`src/rtl/thd_meas_ctrl.sv`:
```
// THD measurement sequencer: waits for the fundamental, derives the sample-rate divider,
// captures a fixed-length ADC record into the sample RAM and launches the THD processor.
module thd_meas_ctrl #(
  parameter int CLK_KHZ     = 50000,
  parameter int OSR_LOG2    = 4,
  parameter int NPTS_LOG2   = 10,
  parameter int TIMEOUT_CYC = 50_000_000
) (
  input  logic                 clk_50m,
  input  logic                 rst,
  input  logic                 start,
  input  logic                 abort,
  input  logic [7:0]           freq,
  input  logic                 freq_valid,
  input  logic [9:0]           ad_data,
  input  logic                 proc_done,
  output logic                 buf_we,
  output logic [NPTS_LOG2-1:0] buf_addr,
  output logic [9:0]           buf_din,
  output logic                 proc_start,
  output logic [7:0]           meas_freq,
  output logic [15:0]          samp_div,
  output logic                 busy,
  output logic                 done,
  output logic [1:0]           err
);

  localparam int DVS_W = 8 + OSR_LOG2;
  localparam int TMO_W = $clog2(TIMEOUT_CYC + 1);
  localparam logic [TMO_W-1:0]     TMO_LAST  = TMO_W'(TIMEOUT_CYC - 1);
  localparam logic [15:0]          DIVIDEND  = 16'(CLK_KHZ);
  localparam logic [NPTS_LOG2-1:0] LAST_IDX  = '1;
  localparam logic [1:0]           ERR_NONE  = 2'd0;
  localparam logic [1:0]           ERR_TMO   = 2'd1;
  localparam logic [1:0]           ERR_RANGE = 2'd2;

  typedef enum logic [2:0] {
    S_IDLE,
    S_WAIT_FREQ,
    S_CALC_DIV,
    S_CAPTURE,
    S_WAIT_PROC,
    S_ERR
  } state_t;

  // One restoring-division step: returns {quotient bit, new partial remainder}.
  function automatic logic [DVS_W:0] div_step(input logic [DVS_W-1:0] rem,
                                              input logic             nxt_bit,
                                              input logic [DVS_W-1:0] dvs);
    logic [DVS_W:0] trial;
    trial = {rem, nxt_bit};
    if (trial >= {1'b0, dvs})
      return {1'b1, DVS_W'(trial - {1'b0, dvs})};
    else
      return {1'b0, trial[DVS_W-1:0]};
  endfunction

  function automatic logic freq_in_range(input logic [7:0] f);
    return (f != 8'd0) && (f <= 8'd100);
  endfunction

  state_t                 r_state, w_state_nxt;
  logic [TMO_W-1:0]       r_tmo, w_tmo_nxt;
  logic [3:0]             r_bit, w_bit_nxt;
  logic [15:0]            r_scnt, w_scnt_nxt;
  logic [NPTS_LOG2-1:0]   r_idx, w_idx_nxt;
  logic [DVS_W-1:0]       r_dvs, w_dvs_nxt;
  logic [DVS_W-1:0]       r_rem, w_rem_nxt;
  logic [15:0]            r_quo, w_quo_nxt;
  logic [DVS_W:0]         w_step;

  logic                   r_buf_we, w_buf_we_nxt;
  logic [NPTS_LOG2-1:0]   r_buf_addr, w_buf_addr_nxt;
  logic [9:0]             r_buf_din, w_buf_din_nxt;
  logic                   r_proc_start, w_proc_start_nxt;
  logic [7:0]             r_meas_freq, w_meas_freq_nxt;
  logic [15:0]            r_samp_div, w_samp_div_nxt;
  logic                   r_busy, w_busy_nxt;
  logic                   r_done, w_done_nxt;
  logic [1:0]             r_err, w_err_nxt;

  // r_quo starts as the dividend and shifts its bits out MSB-first while quotient bits shift in.
  assign w_step = div_step(r_rem, r_quo[15], r_dvs);

  always_comb begin
    w_state_nxt      = r_state;
    w_tmo_nxt        = r_tmo;
    w_bit_nxt        = r_bit;
    w_scnt_nxt       = r_scnt;
    w_idx_nxt        = r_idx;
    w_dvs_nxt        = r_dvs;
    w_rem_nxt        = r_rem;
    w_quo_nxt        = r_quo;
    w_buf_we_nxt     = 1'b0;
    w_buf_addr_nxt   = r_buf_addr;
    w_buf_din_nxt    = r_buf_din;
    w_proc_start_nxt = 1'b0;
    w_meas_freq_nxt  = r_meas_freq;
    w_samp_div_nxt   = r_samp_div;
    w_done_nxt       = 1'b0;
    w_err_nxt        = r_err;
    w_busy_nxt       = 1'b0;

    case (r_state)
      S_IDLE, S_ERR: begin
        if (start) begin
          w_state_nxt = S_WAIT_FREQ;
          w_err_nxt   = ERR_NONE;
          w_tmo_nxt   = '0;
        end
      end

      S_WAIT_FREQ: begin
        w_tmo_nxt = r_tmo + TMO_W'(1);
        if (freq_valid) begin
          w_meas_freq_nxt = freq;
          if (freq_in_range(freq)) begin
            w_state_nxt = S_CALC_DIV;
            w_dvs_nxt   = DVS_W'(freq) << OSR_LOG2;
            w_rem_nxt   = '0;
            w_quo_nxt   = DIVIDEND;
            w_bit_nxt   = '0;
          end else begin
            w_state_nxt = S_ERR;
            w_err_nxt   = ERR_RANGE;
          end
        end else if (r_tmo == TMO_LAST) begin
          w_state_nxt = S_ERR;
          w_err_nxt   = ERR_TMO;
        end
      end

      S_CALC_DIV: begin
        w_rem_nxt = w_step[DVS_W-1:0];
        w_quo_nxt = {r_quo[14:0], w_step[DVS_W]};
        w_bit_nxt = r_bit + 4'd1;
        if (r_bit == 4'd15) begin
          w_samp_div_nxt = {r_quo[14:0], w_step[DVS_W]};
          w_state_nxt    = S_CAPTURE;
          w_scnt_nxt     = '0;
          w_idx_nxt      = '0;
        end
      end

      S_CAPTURE: begin
        if (r_scnt == r_samp_div - 16'd1) begin
          w_scnt_nxt     = '0;
          w_buf_we_nxt   = 1'b1;
          w_buf_addr_nxt = r_idx;
          w_buf_din_nxt  = ad_data;
          w_idx_nxt      = r_idx + NPTS_LOG2'(1);
          if (r_idx == LAST_IDX)
            w_state_nxt = S_WAIT_PROC;
        end else begin
          w_scnt_nxt = r_scnt + 16'd1;
        end
      end

      S_WAIT_PROC: begin
        // The first WAIT_PROC cycle is exactly the cycle that shows the final write.
        w_proc_start_nxt = r_buf_we;
        if (proc_done) begin
          w_done_nxt  = 1'b1;
          w_state_nxt = S_IDLE;
        end
      end

      default: w_state_nxt = S_IDLE;
    endcase

    if (abort) begin
      w_state_nxt      = (r_state == S_ERR) ? S_ERR : S_IDLE;
      w_err_nxt        = r_err;
      w_buf_we_nxt     = 1'b0;
      w_buf_addr_nxt   = r_buf_addr;
      w_buf_din_nxt    = r_buf_din;
      w_proc_start_nxt = 1'b0;
      w_done_nxt       = 1'b0;
      w_meas_freq_nxt  = r_meas_freq;
      w_samp_div_nxt   = r_samp_div;
    end

    w_busy_nxt = !(w_state_nxt inside {S_IDLE, S_ERR});
  end

  always_ff @(posedge clk_50m) begin
    if (rst) begin
      r_state      <= S_IDLE;
      r_tmo        <= '0;
      r_bit        <= '0;
      r_scnt       <= '0;
      r_idx        <= '0;
      r_buf_we     <= 1'b0;
      r_buf_addr   <= '0;
      r_buf_din    <= '0;
      r_proc_start <= 1'b0;
      r_meas_freq  <= '0;
      r_samp_div   <= '0;
      r_busy       <= 1'b0;
      r_done       <= 1'b0;
      r_err        <= ERR_NONE;
    end else begin
      r_state      <= w_state_nxt;
      r_tmo        <= w_tmo_nxt;
      r_bit        <= w_bit_nxt;
      r_scnt       <= w_scnt_nxt;
      r_idx        <= w_idx_nxt;
      r_buf_we     <= w_buf_we_nxt;
      r_buf_addr   <= w_buf_addr_nxt;
      r_buf_din    <= w_buf_din_nxt;
      r_proc_start <= w_proc_start_nxt;
      r_meas_freq  <= w_meas_freq_nxt;
      r_samp_div   <= w_samp_div_nxt;
      r_busy       <= w_busy_nxt;
      r_done       <= w_done_nxt;
      r_err        <= w_err_nxt;
    end
  end

  always_ff @(posedge clk_50m) begin
    r_dvs <= w_dvs_nxt;
    r_rem <= w_rem_nxt;
    r_quo <= w_quo_nxt;
  end

  assign buf_we     = r_buf_we;
  assign buf_addr   = r_buf_addr;
  assign buf_din    = r_buf_din;
  assign proc_start = r_proc_start;
  assign meas_freq  = r_meas_freq;
  assign samp_div   = r_samp_div;
  assign busy       = r_busy;
  assign done       = r_done;
  assign err        = r_err;

endmodule
```
`config.mk`:
```
export PLATFORM = sky130hd
export DESIGN_NAME = thd_meas_ctrl
export DESIGN_NICKNAME = d
export VERILOG_FILES = /design/src/rtl/thd_meas_ctrl.sv
export SDC_FILE = /design/constraint.sdc
export NUM_CORES = 1
export LEC_CHECK = 0
export ABC_CLOCK_PERIOD_IN_PS = 3790
export CAP_MARGIN = 15
export CORE_ASPECT_RATIO = 1.2
export CORE_MARGIN = 4
export CORE_UTILIZATION = 40
export DETAILED_ROUTE_END_ITERATION = 6
export GPL_ROUTABILITY_DRIVEN = 1
export HOLD_SLACK_MARGIN = 0.02
export SLEW_MARGIN = 10
export SYNTH_ARGS = -nofsm -noshare
export SYNTH_HDL_FRONTEND = slang
export SYNTH_SLANG_ARGS = --single-unit
```
`constraint.sdc`:
```
create_clock -name clk_50m -period 3.79 [get_ports clk_50m]
set_input_delay 0.379 -clock clk_50m [delete_from_list [all_inputs] [get_ports clk_50m]]
set_output_delay 0.379 -clock clk_50m [all_outputs]
set_load 0.01 [all_outputs]
```
==> results.sh, run 1 <==
export IMPL_syn_area_sq_mm=0.00735
export IMPL_areaGrowthSynthToFinish_pct=21.4
export IMPL_post_synth_xor_area_fraction=0.0405
export IMPL_tritoncts_clock_tree="done"
export IMPL_die_x_um=132
export IMPL_post_cts_repair_setup_buffers=0
export IMPL_die_h_um=157
export IMPL_fin_setup_tns_ps=0
export IMPL_gp_routability_congestion=0.843
export IMPL_crit_path_arrival_time_ps=3500
export IMPL_yosys_area_top_type_share=0.297
export IMPL_initial_antenna_violation_count=0
export IMPL_dp_hpwl_um=12900
export IMPL_vias=6458
export IMPL_net_total_in_the_final_layout=924
export IMPL_report_final_slew_viol_count=0
export IMPL_detail_route_iter0_violations=458
export IMPL_pin_count=74
export IMPL_clock_tree_root_cell="sky130_fd_sc_hd__clkbuf_16"
export IMPL_slew_limit_headroom=0.358
export IMPL_outcome="complete, no violations"
export IMPL_ctsHtreeMaxLevel=4
export IMPL_drc=0
export IMPL_critical_path_required_ps=4050
export IMPL_grt_overflow=0
export IMPL_antenna_cells=0
export IMPL_synth_nets=864
export IMPL_fp_row_count=54
export IMPL_synth_mux_area_fraction=0.0272
export IMPL_grt_start_max_net_pins=89
export IMPL_numCtsBuffers=17
export IMPL_largest_cells_by_area_after_synthesis="sky130_fd_sc_hd__dfxtp_1 30%, sky130_fd_sc_hd__edfxtp_1 15%, sky130_fd_sc_hd__a21oi_1 4.6%"
export IMPL_placeableCoreArea_sq_mm=0.0181
export IMPL_register_area_sq_mm=0.00326
export IMPL_synth_avg_cell_area_sq_um=8.90
export IMPL_power_frac_clock=0.505
export IMPL_timing_clock_skew_ps=7.97
export IMPL_finalSetupViolations=0
export IMPL_post_synth_fa_ha_maj_area_fraction=0.0248
export IMPL_worst_ir_drop_vdd_uv=255
export IMPL_final_layout_size_suffix_gt1_frac=0.0812
export IMPL_path_class="flop to flop"
export IMPL_wl_per_instance_um=16.8
export IMPL_synth_compound_gate_area_share=0.191
export IMPL_totalWireLength_um=18800
export IMPL_full_die_area_sq_mm=0.0206
export IMPL_cts_hold_repair_buffers=0
export IMPL_io_buffer_count=73
export IMPL_power_frac_seq=0.455
export IMPL_synth_most_common_cell="sky130_fd_sc_hd__dfxtp_1"
export IMPL_ctsLongestPathBuffers=2
export IMPL_n_fill_cell=1731
export IMPL_crit_path_end_kind="flop"
export IMPL_cts_sinks=145
export IMPL_finalWorstPathRequiredPeriod_ps=3240
export IMPL_worst_r2r_setup_slack_ps=550
export IMPL_total_power_uw=3510
export IMPL_path_max_fanout=19
export IMPL_critical_path_slowest_cell="sky130_fd_sc_hd__nand4bb_2"
export IMPL_cp_slowest_stage_delay_ps=580
export IMPL_net_switching_power_uw=787
export IMPL_synth_top_cells_by_count="109 x sky130_fd_sc_hd__dfxtp_1, 68 x sky130_fd_sc_hd__a21oi_1, 64 x sky130_fd_sc_hd__nand2_1"
export IMPL_maxCapViolations=0
export IMPL_unrepaired_setup_endpoints_after_global_routing="no"
export IMPL_internal_power_uw=2720
export IMPL_wire_length_of_the_first_global_routing_pass_um=31500
export IMPL_swShare=0.224
export IMPL_crit_path_start="samp_div[1]$_SDFFE_PP0P_"
export IMPL_multiInputGateArea_sq_mm=0.00378
export IMPL_first_global_vias=6107
export IMPL_synth_simple_gate_area_frac=0.230
export IMPL_yosys_area_top_type="sky130_fd_sc_hd__dfxtp_1"
export IMPL_synth_seq_area_share=0.444
export IMPL_r2r_end="buf_addr[2]$_SDFFE_PP0P_"
export IMPL_powerDensity_mw_per_mm2=393
export IMPL_ys_flop_type="sky130_fd_sc_hd__dfxtp_1"
export IMPL_drt_pass1_iter_count=5
export IMPL_postSynthRegisterBits=145
export IMPL_synth_edf_count=36
export IMPL_cp_cell_sequence="inv_1 -> ha_1 -> or4b_1 -> nor4_1 -> xnor2_1 -> o2111ai_1 -> nand4bb_2 -> buf_4 -> o31ai_1 -> a21oi_1"
export IMPL_netlist_cell_type_count=70
export IMPL_min_path_type="input port to flop"
export IMPL_timing_critical_path_to="buf_addr[2]$_SDFFE_PP0P_"
export IMPL_layout_worst_path_cycle_share=0.855
export IMPL_post_drt_via_cell_ratio=5.75
export IMPL_combinational_group_share_of_total_power=0.040
export IMPL_postCtsResizedCells=0
export IMPL_max_clock_freq_mhz=309
export IMPL_post_synth_inst_count=826
export IMPL_critPathLaunchType="flop"
export IMPL_floorplan_initialDensity=0.406
export IMPL_clk_insertion_delay_late_ps=420
export IMPL_static_leakage_power_uw=0.00300
export IMPL_r2r_start="samp_div[1]$_SDFFE_PP0P_"
export IMPL_clk_slew_on_worst_s_h_paths_ps=60
export IMPL_final_antenna_violating_net_count=0
export IMPL_reg2reg_depth=10
export IMPL_grtUsageTotal=0.185
export IMPL_synthArstFlopShare=0
export IMPL_max_slew_worst_pin_slew_ps=963
export IMPL_finalHoldViolCount=0
export IMPL_main_combinational_cell_family_by_area_after_synthesis="simple AND/OR/NAND/NOR gates"
export IMPL_synth_warning_count=0
-- metrics by stage --
stage	area, sq um	hold slack [ps]	setup slack [ps]	util	instances
final	8930	448	551	0.493	1123
after CTS	8920	434	532	0.493	1122
after detailed placement	8290	448	549	0.458	1090
after global routing	8930	473	198	0.493	1123
after floorplan	7350	448	785	-	826
after global placement	8290	440	649	0.458	1090
-- worst min-delay path by stage --
stage / cells past startpoint / to / from / slack (ps)
after floorplan: 1 / r_tmo[17]$_SDFFE_PP0P_ / r_tmo[17]$_SDFFE_PP0P_ / 450
after global placement: 1 / proc_start$_SDFF_PP0_ / buf_we$_SDFF_PP0_ / 440
after detailed placement: 1 / proc_start$_SDFF_PP0_ / buf_we$_SDFF_PP0_ / 450
after CTS: 3 / r_state[2]$_SDFF_PP0_ / rst / 430
after global routing: 3 / r_state[2]$_SDFF_PP0_ / rst / 470
final: 3 / r_state[2]$_SDFF_PP0_ / rst / 450
-- final cells by class --
cell class / count / area share
inverter: 25 / 0.0105
sequential: 145 / 0.365
clock inverter: 14 / 0.0198
timing repair buffer: 94 / 0.0993
clock buffer: 18 / 0.0504
multi-input combinational: 603 / 0.423
tap: 224 / 0.0314
-- flip-flops by register name (all words and copies together) (netlist names) --
signal      count
r_scnt         16
busy            1
r_idx          10
meas_freq       8
buf_din        10
r_dvs           8
err             2
buf_we          1
r_bit           4
r_quo          16
samp_div       16
r_state         3
done            1
r_rem          12
proc_start      1
buf_addr       10
r_tmo          26
-- layout by cell type, fill, tap and decap left out, types with 4 or more instances in the layout --
cell type                         instances
sky130_fd_sc_hd__clkbuf_16               18
sky130_fd_sc_hd__and3_1                  12
sky130_fd_sc_hd__xnor2_1                 19
sky130_fd_sc_hd__nor4_1                  10
sky130_fd_sc_hd__o41ai_1                 12
sky130_fd_sc_hd__a21oi_1                 68
sky130_fd_sc_hd__nand4_1                 32
sky130_fd_sc_hd__or3_1                   16
sky130_fd_sc_hd__o211ai_1                 8
sky130_fd_sc_hd__a31oi_1                  8
sky130_fd_sc_hd__nor3_1                  25
sky130_fd_sc_hd__and2_1                  16
sky130_fd_sc_hd__nand2b_1                13
sky130_fd_sc_hd__a21o_1                   4
sky130_fd_sc_hd__dfxtp_1                109
sky130_fd_sc_hd__or2_2                    4
sky130_fd_sc_hd__a211oi_1                 6
sky130_fd_sc_hd__a311oi_1                 4
sky130_fd_sc_hd__nand2_1                 64
sky130_fd_sc_hd__clkdlybuf4s50_1         72
sky130_fd_sc_hd__nor2b_1                  4
sky130_fd_sc_hd__edfxtp_1                36
sky130_fd_sc_hd__or4_1                    9
sky130_fd_sc_hd__o21ai_0                 42
sky130_fd_sc_hd__o21a_1                   5
sky130_fd_sc_hd__o31ai_1                 26
sky130_fd_sc_hd__nor2_1                  56
sky130_fd_sc_hd__buf_4                   20
sky130_fd_sc_hd__xor2_1                  15
sky130_fd_sc_hd__clkinv_4                 4
sky130_fd_sc_hd__and4_1                   6
sky130_fd_sc_hd__mux2_2                   8
sky130_fd_sc_hd__inv_1                   25
sky130_fd_sc_hd__ha_1                    13
sky130_fd_sc_hd__nand3_1                 35
sky130_fd_sc_hd__mux2i_1                 11
-- power by group through the flow --
| stage | logic, uW | registers, uW | clock network (uW) |
|---|---|---|---|
| after global routing | 155 | 1600 | 1880 |
| after detailed placement | 141 | 1630 | 0 |
| after CTS | 142 | 1600 | 1810 |
| after global placement | 142 | 1630 | 0 |
| final | 142 | 1600 | 1770 |
| after floorplan | 82.4 | 1630 | 0 |
-- cells by family (layout without fill, tap and decap cells) --
| group | after synthesis | in the layout |
|---|---|---|
| xor+xnor | 34 | 34 |
| mux | 19 | 19 |
| buf+inv | 78 | 151 |
| compound gates | 218 | 218 |
| fa+ha+maj | 14 | 14 |
| simple gates | 318 | 318 |
| flops | 145 | 145 |
-- worst max-delay path, delay by kind of cell, from the launching register on --
kind                       cells  cell delay, ps
buffers and inverters          2             440
xor gates and xnor gates       1             180
and+or+nand+nor                3            1420
DFF                            1             350
adders and majority gates      1             200
AOI/OAI and AO/OA              3             470
-- layer usage --
layer  vias to the layer above  wire, um  track usage
li1                       3214         -            -
met4                         0       238       0.0570
met3                        18       682       0.0383
met5                         -         0            0
met2                       130      8960        0.302
met1                      3096      8940        0.248
Note: power is estimated with default switching activity, not from simulation.
==> run 2, diff against run 1 <==
--- a/config.mk
+++ b/config.mk
@@ -5,7 +5,7 @@
 export SDC_FILE = /design/constraint.sdc
 export NUM_CORES = 1
 export LEC_CHECK = 0
-export ABC_CLOCK_PERIOD_IN_PS = 3790
+export ABC_CLOCK_PERIOD_IN_PS = 4000
 export CAP_MARGIN = 15
 export CORE_ASPECT_RATIO = 1.2
 export CORE_MARGIN = 4
==> constraint.sdc (replaced) <==
create_clock -name clk_50m -period 4 [get_ports clk_50m]
set_input_delay 0.4 -clock clk_50m [delete_from_list [all_inputs] [get_ports clk_50m]]
set_output_delay 0.4 -clock clk_50m [all_outputs]
set_load 0.01 [all_outputs]
==> results.sh, run 2 (synthesized netlist as in run 1, its figures left out) <==
export IMPL_outcome="complete, no violations"
export IMPL_maxCapViolations=0
export IMPL_net_total_in_the_final_layout=918
export IMPL_report_final_slew_viol_count=0
export IMPL_crit_path_arrival_time_ps=3630
export IMPL_cts_sinks=145
export IMPL_critical_path_required_ps=4260
export IMPL_setup_ws_ps=626
export IMPL_post_cts_repair_setup_buffers=0
export IMPL_gp_routability_congestion=0.853
export IMPL_min_path_type="flop to flop"
export IMPL_worst_ir_drop_vdd_uv=286
export IMPL_cp_num_buf_inv=2
export IMPL_postCtsResizedCells=0
export IMPL_clk_slew_on_worst_s_h_paths_ps=60
export IMPL_most_used_cells_in_the_layout_excluding_fill_and_tap_cells="109 x sky130_fd_sc_hd__dfxtp_1, 72 x sky130_fd_sc_hd__clkdlybuf4s50_1, 68 x sky130_fd_sc_hd__a21oi_1"
export IMPL_post_drt_via_cell_ratio=5.73
export IMPL_critical_path_top_delay_family="simple AND/OR/NAND/NOR gates"
export IMPL_initial_antenna_violation_count=0
export IMPL_r2r_end="buf_din[0]$_SDFFE_PP0P_"
export IMPL_die_h_um=157
export IMPL_tritoncts_clock_tree="done"
export IMPL_max_slew_worst_pin_slew_ps=958
export IMPL_grt_overflow=0
export IMPL_routed_wl_met3_um=687
export IMPL_hold_ws_ps=463
export IMPL_routed_wl_met2_um=8880
export IMPL_die_x_um=132
export IMPL_final_antenna_violating_net_count=0
export IMPL_vias=6404
export IMPL_numCtsBuffers=17
export IMPL_critical_path_slowest_cell="sky130_fd_sc_hd__nand4bb_2"
export IMPL_largest_register_ffs=26
export IMPL_fin_setup_tns_ps=0
export IMPL_layout_worst_path_cycle_share=0.843
export IMPL_finalHoldViolCount=0
export IMPL_path_max_fanout=22
export IMPL_placeableCoreArea_sq_mm=0.0181
export IMPL_floorplan_initialDensity=0.406
export IMPL_ctsLongestPathBuffers=2
export IMPL_reg2reg_depth=10
export IMPL_wl_per_instance_um=16.7
export IMPL_timing_clock_skew_ps=6.92
export IMPL_clock_tree_root_cell="sky130_fd_sc_hd__clkbuf_16"
export IMPL_worst_hold_path_num_cells=1
export IMPL_antenna_cells=0
export IMPL_finalSetupViolations=0
export IMPL_grtUsageTotal=0.181
export IMPL_ctsHtreeMaxLevel=4
export IMPL_worst_r2r_setup_slack_ps=630
export IMPL_totalWireLength_um=18600
export IMPL_hold_end="proc_start$_SDFF_PP0_"
export IMPL_pin_count=74
export IMPL_full_die_area_sq_mm=0.0206
export IMPL_drc=0
export IMPL_max_clock_freq_mhz=296
export IMPL_cp_slowest_stage_delay_ps=590
export IMPL_cp_cell_sequence="inv_1 -> ha_1 -> or4b_1 -> nor4_1 -> xnor2_1 -> o2111ai_1 -> nand4bb_2 -> buf_4 -> o31ai_1 -> a21oi_1"
export IMPL_hold_path_startpoint="buf_we$_SDFF_PP0_"
export IMPL_wire_length_of_the_first_global_routing_pass_um=30900
export IMPL_powerDensity_mw_per_mm2=375
export IMPL_dpl_worst_slack_ps=649
export IMPL_static_leakage_power_uw=0.00296
export IMPL_critPathLaunchType="flop"
export IMPL_finalWorstPathRequiredPeriod_ps=3370
export IMPL_grt_start_max_net_pins=89
export IMPL_fp_row_count=54
export IMPL_io_buffer_count=73
export IMPL_largest_register_by_flop_count="r_tmo"
export IMPL_drt_pass1_iter_count=4
export IMPL_unrepaired_setup_endpoints_after_global_routing="no"
export IMPL_areaGrowthSynthToFinish_pct=20.8
export IMPL_dp_hpwl_um=12700
export IMPL_final_layout_size_suffix_gt1_frac=0.0750
export IMPL_clk_insertion_delay_late_ps=420
export IMPL_met1_wire_length_um=8880
export IMPL_maxUsedRoutingLayer="met4"
export IMPL_detail_route_iter0_violations=497
export IMPL_slew_limit_headroom=0.361
export IMPL_layout_cells_most_common="sky130_fd_sc_hd__dfxtp_1"
export IMPL_cts_hold_repair_buffers=0
export IMPL_path_class="flop to flop"
export IMPL_crit_path_end_kind="flop"
export IMPL_r2r_start="samp_div[0]$_SDFFE_PP0P_"
export IMPL_first_global_vias=5957
-- run 2: metrics by stage --
| step | utilization | total power [uW] | cells | instance area (sq um) |
|---|---|---|---|---|
| after floorplan | - | 1620 | 826 | 7350 |
| after global placement | 0.455 | 1680 | 1084 | 8250 |
| after detailed placement | 0.455 | 1680 | 1084 | 8250 |
| after CTS | 0.490 | 3360 | 1116 | 8880 |
| after global routing | 0.491 | 3440 | 1117 | 8880 |
| final | 0.491 | 3330 | 1117 | 8880 |
-- run 2: worst max path at each step --
stage / start / end / slack [ps] / cells past startpoint
3_3_place_gp: samp_div[0]$_SDFFE_PP0P_ / r_idx[5]$_SDFFE_PP0P_ / 750 / 10
4_1_cts: samp_div[0]$_SDFFE_PP0P_ / buf_din[0]$_SDFFE_PP0P_ / 630 / 10
3_5_place_dp: samp_div[0]$_SDFFE_PP0P_ / buf_din[0]$_SDFFE_PP0P_ / 650 / 10
6_report: samp_div[0]$_SDFFE_PP0P_ / buf_din[0]$_SDFFE_PP0P_ / 630 / 10
2_1_floorplan: r_state[2]$_SDFF_PP0_ / r_quo[0]$_SDFFCE_PN0P_ / 1000 / 7
5_1_grt: samp_div[0]$_SDFFE_PP0P_ / buf_din[0]$_SDFFE_PP0P_ / 370 / 10
-- run 2: area by class of cell --
type                            count  area, sq um
Clock buffer                       18          450
Clock inverter                     14          180
Fill cell                        1767         9220
Inverter                           25         93.8
Multi-Input combinational cell    603         3780
Sequential cell                   145         3260
Tap cell                          224          280
Timing Repair Buffer               88          838
-- run 2: per-layer routing --
metal / vias to the layer above / track usage
met3: 18 / 0.0363
met4: 0 / 0.0515
met1: 3059 / 0.245
met5: - / 0
met2: 127 / 0.297
li1: 3200 / -
-- run 2: power by group --
| group | leakage [uW] | switching [uW] | total [uW] | internal, uW |
|---|---|---|---|---|
| Clock | 0.000290 | 657 | 1680 | 1030 |
| Combinational | 0.00147 | 84.7 | 134 | 49.4 |
| Sequential | 0.00120 | 7.05 | 1510 | 1510 |
